File: config.mk
export PLATFORM = sky130hd
export DESIGN_NAME = vga_timing_gen
export DESIGN_NICKNAME = d
export VERILOG_FILES = /design/src/rtl/vga_pkg.sv /design/src/rtl/vga_axis_counter.sv /design/src/rtl/vga_timing_gen.sv
export SDC_FILE = /design/constraint.sdc
export NUM_CORES = 1
export LEC_CHECK = 0
export CAP_MARGIN = 30
export CORE_MARGIN = 4
export CORE_UTILIZATION = 30
export DETAILED_ROUTE_END_ITERATION = 8
export SLEW_MARGIN = 15
export SYNTH_ARGS = -nofsm -noshare
export SYNTH_HDL_FRONTEND = slang
export SYNTH_HIERARCHICAL = 1
export SYNTH_SLANG_ARGS = --single-unit
File: constraint.sdc
create_clock -name clk -period 1.9 [get_ports clk]
set_input_delay 0.38 -clock clk [delete_from_list [all_inputs] [get_ports clk]]
set_output_delay 0.38 -clock clk [all_outputs]
set_load 0.01 [all_outputs]
File: src/rtl/vga_pkg.sv
`default_nettype none
// ============================================================================
//  Module   : vga_pkg
//  Brief    : 800x600@72Hz SVGA timing constants, coordinate widths, colour
//             type and a window-decode helper shared by the timing generator.
//  Revision : 1.0  initial release
// ============================================================================
package vga_pkg;

  // Default horizontal timing, in pixels
  localparam int unsigned c_h_active = 800;
  localparam int unsigned c_h_fp     = 56;
  localparam int unsigned c_h_sync   = 120;
  localparam int unsigned c_h_bp     = 64;
  localparam int unsigned c_h_total  = c_h_active + c_h_fp + c_h_sync + c_h_bp;

  // Default vertical timing, in lines
  localparam int unsigned c_v_active = 600;
  localparam int unsigned c_v_fp     = 37;
  localparam int unsigned c_v_sync   = 6;
  localparam int unsigned c_v_bp     = 23;
  localparam int unsigned c_v_total  = c_v_active + c_v_fp + c_v_sync + c_v_bp;

  // Widths of the coordinate ports seen by the console
  localparam int unsigned c_h_coord_w = 11;
  localparam int unsigned c_v_coord_w = 10;

  typedef struct packed {
    logic [3:0] r;
    logic [3:0] g;
    logic [3:0] b;
  } rgb444_t;

  // True when pos lies in the half-open window [start, start+len)
  function automatic logic in_window(input int unsigned pos,
                                     input int unsigned start,
                                     input int unsigned len);
    return (pos >= start) && (pos < start + len);
  endfunction

endpackage
`default_nettype wire

File: src/rtl/vga_axis_counter.sv
`default_nettype none
// ============================================================================
//  Module   : vga_axis_counter
//  Brief    : One timing axis (horizontal or vertical): wrapping position
//             counter with active-region and sync-window decode.
//  Revision : 1.0  initial release
// ============================================================================
module vga_axis_counter
  import vga_pkg::*;
#(
  parameter int unsigned TOTAL      = c_h_total,
  parameter int unsigned ACTIVE     = c_h_active,
  parameter int unsigned SYNC_START = c_h_active + c_h_fp,
  parameter int unsigned SYNC_LEN   = c_h_sync,
  parameter int unsigned W          = $clog2(TOTAL)
) (
  input  logic         clk,
  input  logic         rst_n,
  input  logic         en,
  output logic         wrap,
  output logic [W-1:0] count,
  output logic         active,
  output logic         in_sync
);

  logic [W-1:0] count_q;
  logic [W-1:0] count_d;
  logic         at_last;

  // Next position: advance on enable, fold back to zero after the last slot
  always_comb begin
    at_last = (count_q == W'(TOTAL - 1));
    wrap    = en && at_last;
    count_d = count_q;
    if (en) begin
      count_d = at_last ? '0 : count_q + W'(1);
    end
  end

  // Position register; reset always restarts the axis from zero
  always_ff @(posedge clk) begin
    if (!rst_n) begin
      count_q <= '0;
    end else begin
      count_q <= count_d;
    end
  end

  assign count   = count_q;
  assign active  = (32'(count_q) < ACTIVE);
  assign in_sync = in_window(32'(count_q), SYNC_START, SYNC_LEN);

endmodule
`default_nettype wire

File: src/rtl/vga_timing_gen.sv
`default_nettype none
// ============================================================================
//  Module   : vga_timing_gen
//  Brief    : VGA timing generator. Presents pixel coordinates and display
//             enable to the console, samples its colour reply and drives
//             registered RGB / HSYNC / VSYNC pins plus a frame-start tick.
//  Revision : 1.0  initial release
// ============================================================================
module vga_timing_gen
  import vga_pkg::*;
#(
  parameter int unsigned PIX_DIV  = 1,
  parameter int unsigned H_ACTIVE = c_h_active,
  parameter int unsigned H_FP     = c_h_fp,
  parameter int unsigned H_SYNC   = c_h_sync,
  parameter int unsigned H_BP     = c_h_bp,
  parameter int unsigned V_ACTIVE = c_v_active,
  parameter int unsigned V_FP     = c_v_fp,
  parameter int unsigned V_SYNC   = c_v_sync,
  parameter int unsigned V_BP     = c_v_bp,
  parameter logic        SYNC_POL = 1'b1
) (
  input  logic        clk,
  input  logic        rst_n,
  output logic [10:0] o_h_coord,
  output logic [9:0]  o_v_coord,
  output logic        o_disp_enbl,
  input  logic [3:0]  i_red,
  input  logic [3:0]  i_green,
  input  logic [3:0]  i_blue,
  output logic [3:0]  o_vga_r,
  output logic [3:0]  o_vga_g,
  output logic [3:0]  o_vga_b,
  output logic        o_hsync,
  output logic        o_vsync,
  output logic        o_pix_stb,
  output logic        o_frame_start
);

  localparam int unsigned H_TOTAL = H_ACTIVE + H_FP + H_SYNC + H_BP;
  localparam int unsigned V_TOTAL = V_ACTIVE + V_FP + V_SYNC + V_BP;
  localparam int unsigned HW      = $clog2(H_TOTAL);
  localparam int unsigned VW      = $clog2(V_TOTAL);

  // Reject timings that cannot be represented on the fixed-width ports
  if (H_TOTAL > 2048) begin : g_bad_h_total
    $error("vga_timing_gen: H_TOTAL exceeds 2048");
  end
  if (V_TOTAL > 1024) begin : g_bad_v_total
    $error("vga_timing_gen: V_TOTAL exceeds 1024");
  end
  if (PIX_DIV < 1) begin : g_bad_pix_div
    $error("vga_timing_gen: PIX_DIV must be at least 1");
  end

  logic          pix_stb;
  logic          h_wrap;
  logic          v_wrap;
  logic [HW-1:0] h_count;
  logic [VW-1:0] v_count;
  logic          h_active;
  logic          v_active;
  logic          h_in_sync;
  logic          v_in_sync;
  logic          disp_enbl;

  // Pixel strobe: divider only exists when the pixel rate is below clk
  if (PIX_DIV > 1) begin : g_div
    localparam int unsigned DW = $clog2(PIX_DIV);
    logic [DW-1:0] div_q;
    logic [DW-1:0] div_d;

    // Divider next state: count up, restart after the strobe cycle
    always_comb begin
      div_d = pix_stb ? '0 : div_q + DW'(1);
    end

    // Divider register
    always_ff @(posedge clk) begin
      if (!rst_n) begin
        div_q <= '0;
      end else begin
        div_q <= div_d;
      end
    end

    assign pix_stb = (div_q == DW'(PIX_DIV - 1));
  end else begin : g_no_div
    assign pix_stb = 1'b1;
  end

  vga_axis_counter #(
    .TOTAL      (H_TOTAL),
    .ACTIVE     (H_ACTIVE),
    .SYNC_START (H_ACTIVE + H_FP),
    .SYNC_LEN   (H_SYNC),
    .W          (HW)
  ) u_h_axis (
    .clk     (clk),
    .rst_n   (rst_n),
    .en      (pix_stb),
    .wrap    (h_wrap),
    .count   (h_count),
    .active  (h_active),
    .in_sync (h_in_sync)
  );

  vga_axis_counter #(
    .TOTAL      (V_TOTAL),
    .ACTIVE     (V_ACTIVE),
    .SYNC_START (V_ACTIVE + V_FP),
    .SYNC_LEN   (V_SYNC),
    .W          (VW)
  ) u_v_axis (
    .clk     (clk),
    .rst_n   (rst_n),
    .en      (h_wrap),
    .wrap    (v_wrap),
    .count   (v_count),
    .active  (v_active),
    .in_sync (v_in_sync)
  );

  assign disp_enbl = h_active && v_active;

  rgb444_t rgb_in;
  rgb444_t rgb_q;
  rgb444_t rgb_d;
  logic    hsync_q;
  logic    hsync_d;
  logic    vsync_q;
  logic    vsync_d;
  logic    frame_start_q;
  logic    frame_start_d;

  assign rgb_in = {i_red, i_green, i_blue};

  // Pin stage: capture the pixel at the current coords on each strobe so RGB
  // and both syncs leave together one pixel period later
  always_comb begin
    rgb_d         = rgb_q;
    hsync_d       = hsync_q;
    vsync_d       = vsync_q;
    frame_start_d = 1'b0;
    if (pix_stb) begin
      rgb_d         = disp_enbl ? rgb_in : '0;
      hsync_d       = h_in_sync ? SYNC_POL : ~SYNC_POL;
      vsync_d       = v_in_sync ? SYNC_POL : ~SYNC_POL;
      frame_start_d = v_wrap;
    end
  end

  // Pin registers; reset blanks the colour and deasserts both syncs
  always_ff @(posedge clk) begin
    if (!rst_n) begin
      rgb_q         <= '0;
      hsync_q       <= ~SYNC_POL;
      vsync_q       <= ~SYNC_POL;
      frame_start_q <= 1'b0;
    end else begin
      rgb_q         <= rgb_d;
      hsync_q       <= hsync_d;
      vsync_q       <= vsync_d;
      frame_start_q <= frame_start_d;
    end
  end

  assign o_h_coord     = 11'(h_count);
  assign o_v_coord     = 10'(v_count);
  assign o_disp_enbl   = disp_enbl;
  assign o_vga_r       = rgb_q.r;
  assign o_vga_g       = rgb_q.g;
  assign o_vga_b       = rgb_q.b;
  assign o_hsync       = hsync_q;
  assign o_vsync       = vsync_q;
  assign o_pix_stb     = pix_stb;
  assign o_frame_start = frame_start_q;

endmodule
`default_nettype wire

# After elaboration in Yosys (flattened, before gate mapping)
# Cells that the tools add are included.
classes:
  n_eq_ne: 2
  div: 0
  multipliers: 0
  n_shift: 0
  n_addsub: 2
  n_reduce_logical: 6
  n_lt_le_gt_ge: 6
  bitwise: 1
  mux: 3
ops:
  columns: ["operator", "count"]
  rows:
  - ["less-than comparator 11 x 10 -> 1 bit (second input constant)", 2]
  - ["less-than comparator 10 bit (second input constant)", 2]
  - ["adder 11 x 1 -> 11 bit (second input constant)", 1]
  - ["== test 11 bit (second input constant)", 1]
  - ["greater-or-equal comparator 11 x 10 -> 1 bit (second input constant)", 1]
  - ["adder 10 x 1 -> 10 bit (second input constant)", 1]
  - ["== test 10 bit (second input constant)", 1]
  - ["greater-or-equal comparator 10 bit (second input constant)", 1]
  - ["two-way mux 10 bit", 1]
  - ["logical AND 1 bit", 4]
  - ["two-way mux 1 bit", 2]
  - ["AND reduction 2 bit", 1]
  - ["OR reduction 2 bit", 1]
  - ["NOT 1 bit", 1]
totals:
  ramBits: 0
  inputBits: 14
  regBits: 36
  latchBits: 0
  elab_cells: 28
  mem_count: 0
  rom_bits: 0

# Longest topological paths before layout
# Gate-level depths: netlist (run 1).
depth:
  ltp_word: 3
  mapped_depth: 7

# By module
# The synthesis (run 1) kept the hierarchy.
modules_own_cells:
  columns: ["mod", "cells_each", "area_per_inst_um2", "n_inst"]
  rows:
  - ["vga_axis_counter (u_v_axis)", 66, 570.5, 1]
  - ["vga_axis_counter (u_h_axis)", 64, 568.0, 1]
  - ["vga_timing_gen", 36, 469.2, 1]

# Worst setup path before layout (run 1)
# Ideal clock, no wire load.
synth_timing:
  path_kind: "reg2reg"
  start: "register u_h_axis.count_q[4] (netlist: u_h_axis/count[4])"
  end: "register u_v_axis.count_q[9] (netlist: u_v_axis/count[9])"
  setup_ps: 70
  path_stages_with_launch: 7
  path_slack_ps: -274
  arrival_ps: 2104
  synth_period_minus_slack_ps: 2174
  t_required_ps: 1830
  path_cell_list: "dfxtp_1 > or4b_4 > nor3_1 > clkbuf_2 > nand4_1 > or4_1 > a21oi_1"
synth_via:
  elab_chain_cells: 1
synth_rtl:
  columns: ["item", "line", "rtl"]
  rows:
  - ["start: declaration", "vga_axis_counter.sv:26", "logic [W-1:0] count_q;"]
  - ["start signal: assignment", "vga_axis_counter.sv:45", "count_q <= count_d;"]
  - ["== test 11 bit", "vga_axis_counter.sv:32", "at_last = (count_q == W'(TOTAL - 1));"]
  - ["named net h_wrap", "vga_timing_gen.sv:57", "logic h_wrap;"]
  - ["end signal: assignment", "vga_axis_counter.sv:45", null]
  - ["end: declaration", "vga_axis_counter.sv:26", null]
# The timed path passes the listed nets, and every way through them passes these cells.
# A chain may end at the register's enable or synchronous reset.

# Final worst setup path (run 1)
layout_timing:
  start: "register u_h_axis.count_q[7] (netlist: u_h_axis/count[7])"
  end: "register u_v_axis.count_q[5] (netlist: u_v_axis/count[5])"
# Same word-level chain as after synthesis.

==> results.md, run 1 <==
* 1st-pass router iterations at 4
* Number of max-cap violations at 0
* Most common cell after layout, fill and taps aside: clkdlybuf4s50_1
* Vias in the first global route at roughly 1500
* Core Box Area at between 0.005 and 0.006 mm^2
* Power per cell area at 586 mW/mm^2
* Yosys cell types at 36
* Clock skew at between 0.005 and 0.006 ns
* Critical Path AT at between 2 and 2.5 ns
* WS Path Type: reg -> reg
* Clk root buf: clkbuf_8
* Syn Area/Cell at approximately 9.7 um^2
* Final period util at 1.06
* Area occupied by registers at 731 um^2
* Detail Route Antenna Nets at 0
* # fillers at roughly 520
* DP Wirelength at around 3100 um
* Clock latency on the worst-skew pair at between 0.2 and 0.3 ns
* Ratio of cells with drive above 1 in the final layout at 0.313
* Mapped Area at between 0.0015 and 0.002 mm^2
* CTS sink cnt at 36
* Largest net degree at the start of global routing at 13
* Gr usage total at 0.131
* CP endpoint kind: register
* CP peak stage delay at 0.39 ns
* Syn. warnings at 6
* Total wire length at 4240 um
* Crit-path most repeated cell: buf_4
* Reg2reg setup slack at -0.11 ns
* Top cells by area, synth: dfxtp_1 (45%), and4_1 (5.4%), a21oi_1 (4.4%)
* Register area share after synthesis at 0.448
* RSZ-0062 raised after global routing: true
* Row cnt at 26
* CP Cell Sequence: or3_4 -> buf_6 -> nor3_2 -> buf_4 -> nand4_1 -> buf_4 -> or3_1 -> a21oi_1
* Total gr overflow at 0
* CP startpoint kind: register
* Endpoints failing setup at 8
* Post-Syn Instances at approximately 170
* Initial antenna violation count at 0
* Hold path cells at 2
* Failing checks: negative setup slack
* Status: complete, but fails checks
* Dpl cells at 310
* Clk buf depth at 2
* IO Pins at 52
* Most frequent cells in the layout: clkdlybuf4s50_1 (49), buf_4 (38), dfxtp_1 (28)
* Leakage at a little over 1 nW
* Highest clock rate at around 0.50 GHz
* Die area at roughly 0.0066 mm^2
* Die span in x at roughly 81 um
* Hold_ws at about 0.53 ns
* DR vias at between 1500 and 2000
* Synthesis-to-layout area growth at 65.7%
* First DRT Iteration DRCs at 74
* Worst Path Required at 2.11 ns
* Final #Nets at roughly 280
* Final setup TNS at -0.447 ns
* Peak supply drop at approximately 0.39 mV
* Mean routed wirelength per cell at 12.9 um
* Die Span Y at around 81 um
* Slew Viols, Final at 0
* DRC violations left at 0
* Final Critical Period at 2.01 ns
* Total CTS buffers at 5
* Ant. Diodes at 0
* Multi-input logic area at a little under 900 um^2
* Yosys top cell by area: dfxtp_1
* CP max-delay cell: or3_4
* First-pass GRT wire length at between 6000 and 7000 um
* TritonCTS clock tree: yes
* Worst R2R Path Depth at 8
* Reg clk slew, reported paths at 0.07 ns
* Post-synth top area share at 0.448
* CTS H-tree depth at 2
* Final WS setup at -0.113 ns
* Via/cell ratio at 4.79
* #FFs+latches synth at 36
* Non-filler cells in the finished layout at 329
* Port Buf Inserts at 50
* Worst Path Max Fanout at 4
* Starting density of the core at 0.313
* Gpl congestion at between 0.7 and 0.8
* HP Class: reg -> reg
* Final hold viol count at 0
-- synth_stat cells --
library cell / number
conb_1: 1
nor2_1: 9
xor2_1: 5
buf_2: 5
and4_1: 10
nand2_1: 7
and2_1: 2
or4b_2: 1
a2bb2oi_1: 1
nor4_1: 1
dfxtp_1: 36
buf_4: 1
xnor2_1: 3
a31oi_1: 1
clkbuf_2: 1
inv_1: 4
and2_2: 3
nor3_1: 4
or4b_4: 1
o41ai_4: 1
nand2b_1: 2
or3_1: 8
and4_2: 2
o31ai_4: 1
nor2b_1: 2
o31ai_1: 5
o21ai_0: 8
a21oi_1: 14
mux2i_1: 2
nand3_1: 6
ha_1: 5
buf_6: 1
or3_4: 1
or4_1: 4
nand4_2: 1
nand4_1: 7
-- area by class of cell --
| class | instances | area share |
|---|---|---|
| clock buffer | 5 | 0.0258 |
| clock inverter | 3 | 0.0160 |
| inverter | 4 | 0.00564 |
| multi-input combinational | 119 | 0.333 |
| sequential | 36 | 0.274 |
| tap | 70 | 0.0329 |
| timing repair buffer | 92 | 0.312 |
-- critical path, delay by kind of cell, from the launching register on --
family,cells,cell delay [ns]
buffers and inverters,3,0.48
AND/OR/NAND/NOR,4,1.02
AO/OA/AOI/OAI,1,0.13
flip-flops,1,0.32
-- worst paths after layout --
path | endpoint | from
worst max-delay path | u_v_axis/count[5] | u_h_axis/count[7]
worst min-delay path | u_v_axis/count[9] | u_v_axis/count[9]
worst max register to register | u_v_axis/count[5] | u_h_axis/count[7]
worst min register to register | u_v_axis/count[9] | u_v_axis/count[9]
-- stage by stage --
stage / utilization / setup WS [ns] / instance area, um^2 / total power (W)
5_1_grt: 0.518 / -0.200 / 2660 / 0.00163
2_1_floorplan: - / -0.0870 / 1640 / 0.000846
4_1_cts: 0.503 / -0.106 / 2580 / 0.00159
6_report: 0.518 / -0.113 / 2660 / 0.00156
3_5_place_dp: 0.468 / -0.103 / 2410 / 0.000925
3_3_place_gp: 0.468 / -0.0699 / 2410 / 0.000922
-- registers in the layout, summed over array words and instances (netlist names) --
signal,cells
o_vga_r,4
u_h_axis/count,11
o_hsync,1
u_v_axis/count,10
o_vga_b,4
o_vsync,1
o_vga_g,4
o_frame_start,1
-- routing by layer --
layer  track usage  wire (um)  vias to the layer above
li1              -          -                      787
met1         0.162       1980                      737
met2         0.218       2030                       47
met3        0.0322        187                        5
met4        0.0507         38                        0
met5             0          0                        -
-- logic make-up (layout without fill, tap and decap cells) --
group	count (synthesis)	count (layout)	synth area share
simple gates	71	71	0.283
flops	36	36	0.448
compound gates	31	31	0.132
buf+inv	12	104	0.0397
xor+xnor	8	8	0.0436
fa+ha+maj	5	5	0.0389
mux	2	2	0.0125
other cells	1	2	0.00233
-- power breakdown --
| part | internal (W) | switching, W | total [W] |
|---|---|---|---|
| Sequential | 0.000773 | 0.00000601 | 0.000779 |
| Clock | 0.000388 | 0.000265 | 0.000653 |
| Combinational | 0.0000800 | 0.0000492 | 0.000129 |
-- repair_timing --
action                                  CTS  global route
endpoints found under the setup margin    5             8
resized for setup                         7            12
hold buffers                              0             0
pin swaps                                 8             2
buffers inserted                          7             4
Note: power is estimated with default switching activity, not from simulation.
==> run 2: changes to the inputs <==
ABC_AREA = 1   (was default)
GPL_ROUTABILITY_DRIVEN = 0   (was default)
SLEW_MARGIN = 20   (was 15)
==> run 2 against run 1 <==
- the flow now finishes without violations
- maximum frequency grew 18%
- sequential power is essentially flat
- first-iteration DRC count shrank 16%
- highest routed layer unchanged
- core utilization shrank 6.4 points
- combinational power grew 3%
==> results.md, run 2 <==
* Comb pwr share at 0.091
* DR vias at 1577
* Reg2reg setup slack at ~0.24 ns
* Mean routed wirelength per cell at around 11 um
* Critical Path End: o_disp_enbl
* R2r endpoint: u_v_axis/count[5]
* Die span in x at 84.9 um
* Worst r2r src: u_h_axis/count[0]
* Total gr overflow at 0
* Synth cell count leaders: inv_1 (45), nand2_1 (37), dfxtp_1 (36)
* CP endpoint kind: output pin
* TritonCTS clock tree: yes
* CTS sink cnt at 36
* Initial antenna violation count at 0
* HP Class: reg -> reg
* Sw frac at 0.242
* Vias in the first global route at roughly 1500
* Yosys cell types at 31
* Via/cell ratio at between 4 and 5
* Most frequent cells in the layout: clkdlybuf4s50_1 (49), inv_1 (44), nand2_1 (37)
* P_sw at about 0.00035 W
* Final Critical Period at 1.71 ns
* Slew Viols, Final at 0
* Register area share after synthesis at 0.407
* Final setup TNS at 0 ns
* Dpl ws at slightly below 0.08 ns
* 1st-pass router iterations at 6
* Internal at roughly 0.0011 W
* Worst R2R Path Depth at 10
* Yosys top cell by area: dfxtp_1
* First DRT Iteration DRCs at 62
* Worst Path Required at around 1.5 ns
* Syn. warnings at 6
* Peak supply drop at approximately 0.26 mV
* Ant. Diodes at 0
* Post-Syn Instances at about 230
* Clk buf depth at 2
* Final period util at 0.902
* Reg clk slew, reported paths at 0.08 ns
* Critical Path AT at about 1.3 ns
* Final WS setup at approximately 0.19 ns
* Clk root buf: clkbuf_8
* DP Wirelength at ~3100 um
* Post-synth EDFFs at 0
* Flop pwr share at 0.535
* DRC violations left at 0
* Ratio of cells with drive above 1 in the final layout at 0.226
* Core Box Area at approximately 0.0056 mm^2
* Row cnt at 27
* Die area at 0.00720 mm^2
* Status: finished clean
* Final hold viol count at 0
* Total wire length at ~4000 um
* Top cells by area, synth: dfxtp_1 (41%), inv_1 (9.5%), nand2_1 (7.8%)
* Worst setup path start: u_h_axis/count[7]
* Syn Area/Cell at about 7.6 um^2
* RSZ-0062 raised after global routing: false
* Largest register FFs at 11
* First-pass GRT wire length at a little under 7000 um
* Final #Nets at between 300 and 400
* Mapped Area at roughly 0.0018 mm^2
* Number of max-cap violations at 0
* Clock latency on the worst-skew pair at between 0.2 and 0.3 ns
* Power per cell area at 570 mW/mm^2
* Port Buf Inserts at 50
* CTS H-tree depth at 2
* Worst Path Max Fanout at 3
* Largest net degree at the start of global routing at 13
* Endpoints failing setup at 0
* Detail Route Antenna Nets at 0
* Most common cell after layout, fill and taps aside: clkdlybuf4s50_1
* Die Span Y at 84.9 um
* WS Path Type: reg -> out
* Most frequent cell after synthesis: inv_1
* #FFs+latches synth at 36
* Clock skew at around 0.0082 ns
* Clock power share at 0.374
* Most used flip-flop cell after synthesis: dfxtp_1
* CP startpoint kind: register
* Hold_ws at a little over 0.5 ns
* Synthesis-to-layout area growth at 43.8%
* Highest clock rate at around 0.58 GHz
* IO Pins at between 50 and 60
* Leakage at roughly 1.1 nW
* Starting density of the core at 0.316
* Async SR Flop Fraction at 0
* Post-synth top area share at 0.407
* Gr usage total at 0.115
* Total CTS buffers at 5
[run 2: stage by stage]
step	std cells	util	power, W	instance area, um^2
finish	377	0.454	0.00145	2550
global route	377	0.454	0.00153	2550
CTS	375	0.452	0.00149	2540
detailed placement	367	0.435	0.000929	2440
global placement	367	0.435	0.000927	2440
floorplan	234	-	0.000856	1780
[run 2: critical path: stages (launching register included)]
cell      delay (ns)
dfxtp_1         0.32
inv_1           0.07
nand2_1         0.09
inv_1           0.09
nand2_1         0.08
a21oi_2         0.16
nand2_1         0.07
inv_1           0.05
clkbuf_2        0.13
[run 2: logic make-up (layout without fill, tap and decap cells)]
family	after synthesis	after routing	synth area share
compound gates	14	14	0.0452
xor+xnor	5	5	0.0247
fa+ha+maj	5	5	0.0353
buf+inv	53	124	0.123
flops	36	36	0.407
mux	2	2	0.0113
other cells	1	2	0.00212
simple gates	117	117	0.352
[run 2: worst min path at each step]
stage,from,end,slack (ns),cells after the start
floorplan,rst_n,o_frame_start,0.47,2
global placement,u_v_axis/count[9],u_v_axis/count[9],0.49,2
detailed placement,u_v_axis/count[9],u_v_axis/count[9],0.50,2
CTS,u_v_axis/count[9],u_v_axis/count[9],0.51,2
global route,u_v_axis/count[4],u_v_axis/count[4],0.56,2
finish,u_v_axis/count[9],u_v_axis/count[9],0.51,2
[run 2: what timing repair did]
item                                    4_1_cts  5_1_grt
resized for setup                             4        3
pin swaps                                     0        3
endpoints found under the setup margin        1        1
hold buffers                                  0        0
buffers inserted                              0        2
[run 2: area by class of cell]
class                   instances  area [um^2]
clock buffers                   5         68.8
clock inverters                 3         18.8
fillers                       590         3060
inverters                      50          188
multi-input cells             145          845
flip-flops and latches         36          722
well taps                      72         90.1
repair buffers                 66          616
[run 2: per-layer routing]
metal / up-vias / routed length [um] / part of all wire / GRT usage
met1: 685 / 1830 / 0.45 / 0.142
met4: 0 / 40 / 0.0099 / 0.0432
met2: 39 / 1890 / 0.47 / 0.189
met5: - / 0 / 0 / 0
met3: 5 / 279 / 0.069 / 0.0350
li1: 848 / - / - / -
[run 2: power by group through the flow]
stage                     Sequential (W)  Clock [W]  Combinational (W)
after floorplan                 0.000807          0          0.0000492
after global placement          0.000795          0           0.000133
after detailed placement        0.000795          0           0.000134
after CTS                       0.000777   0.000575           0.000134
after global routing            0.000779   0.000602           0.000144
final                           0.000777   0.000544           0.000133
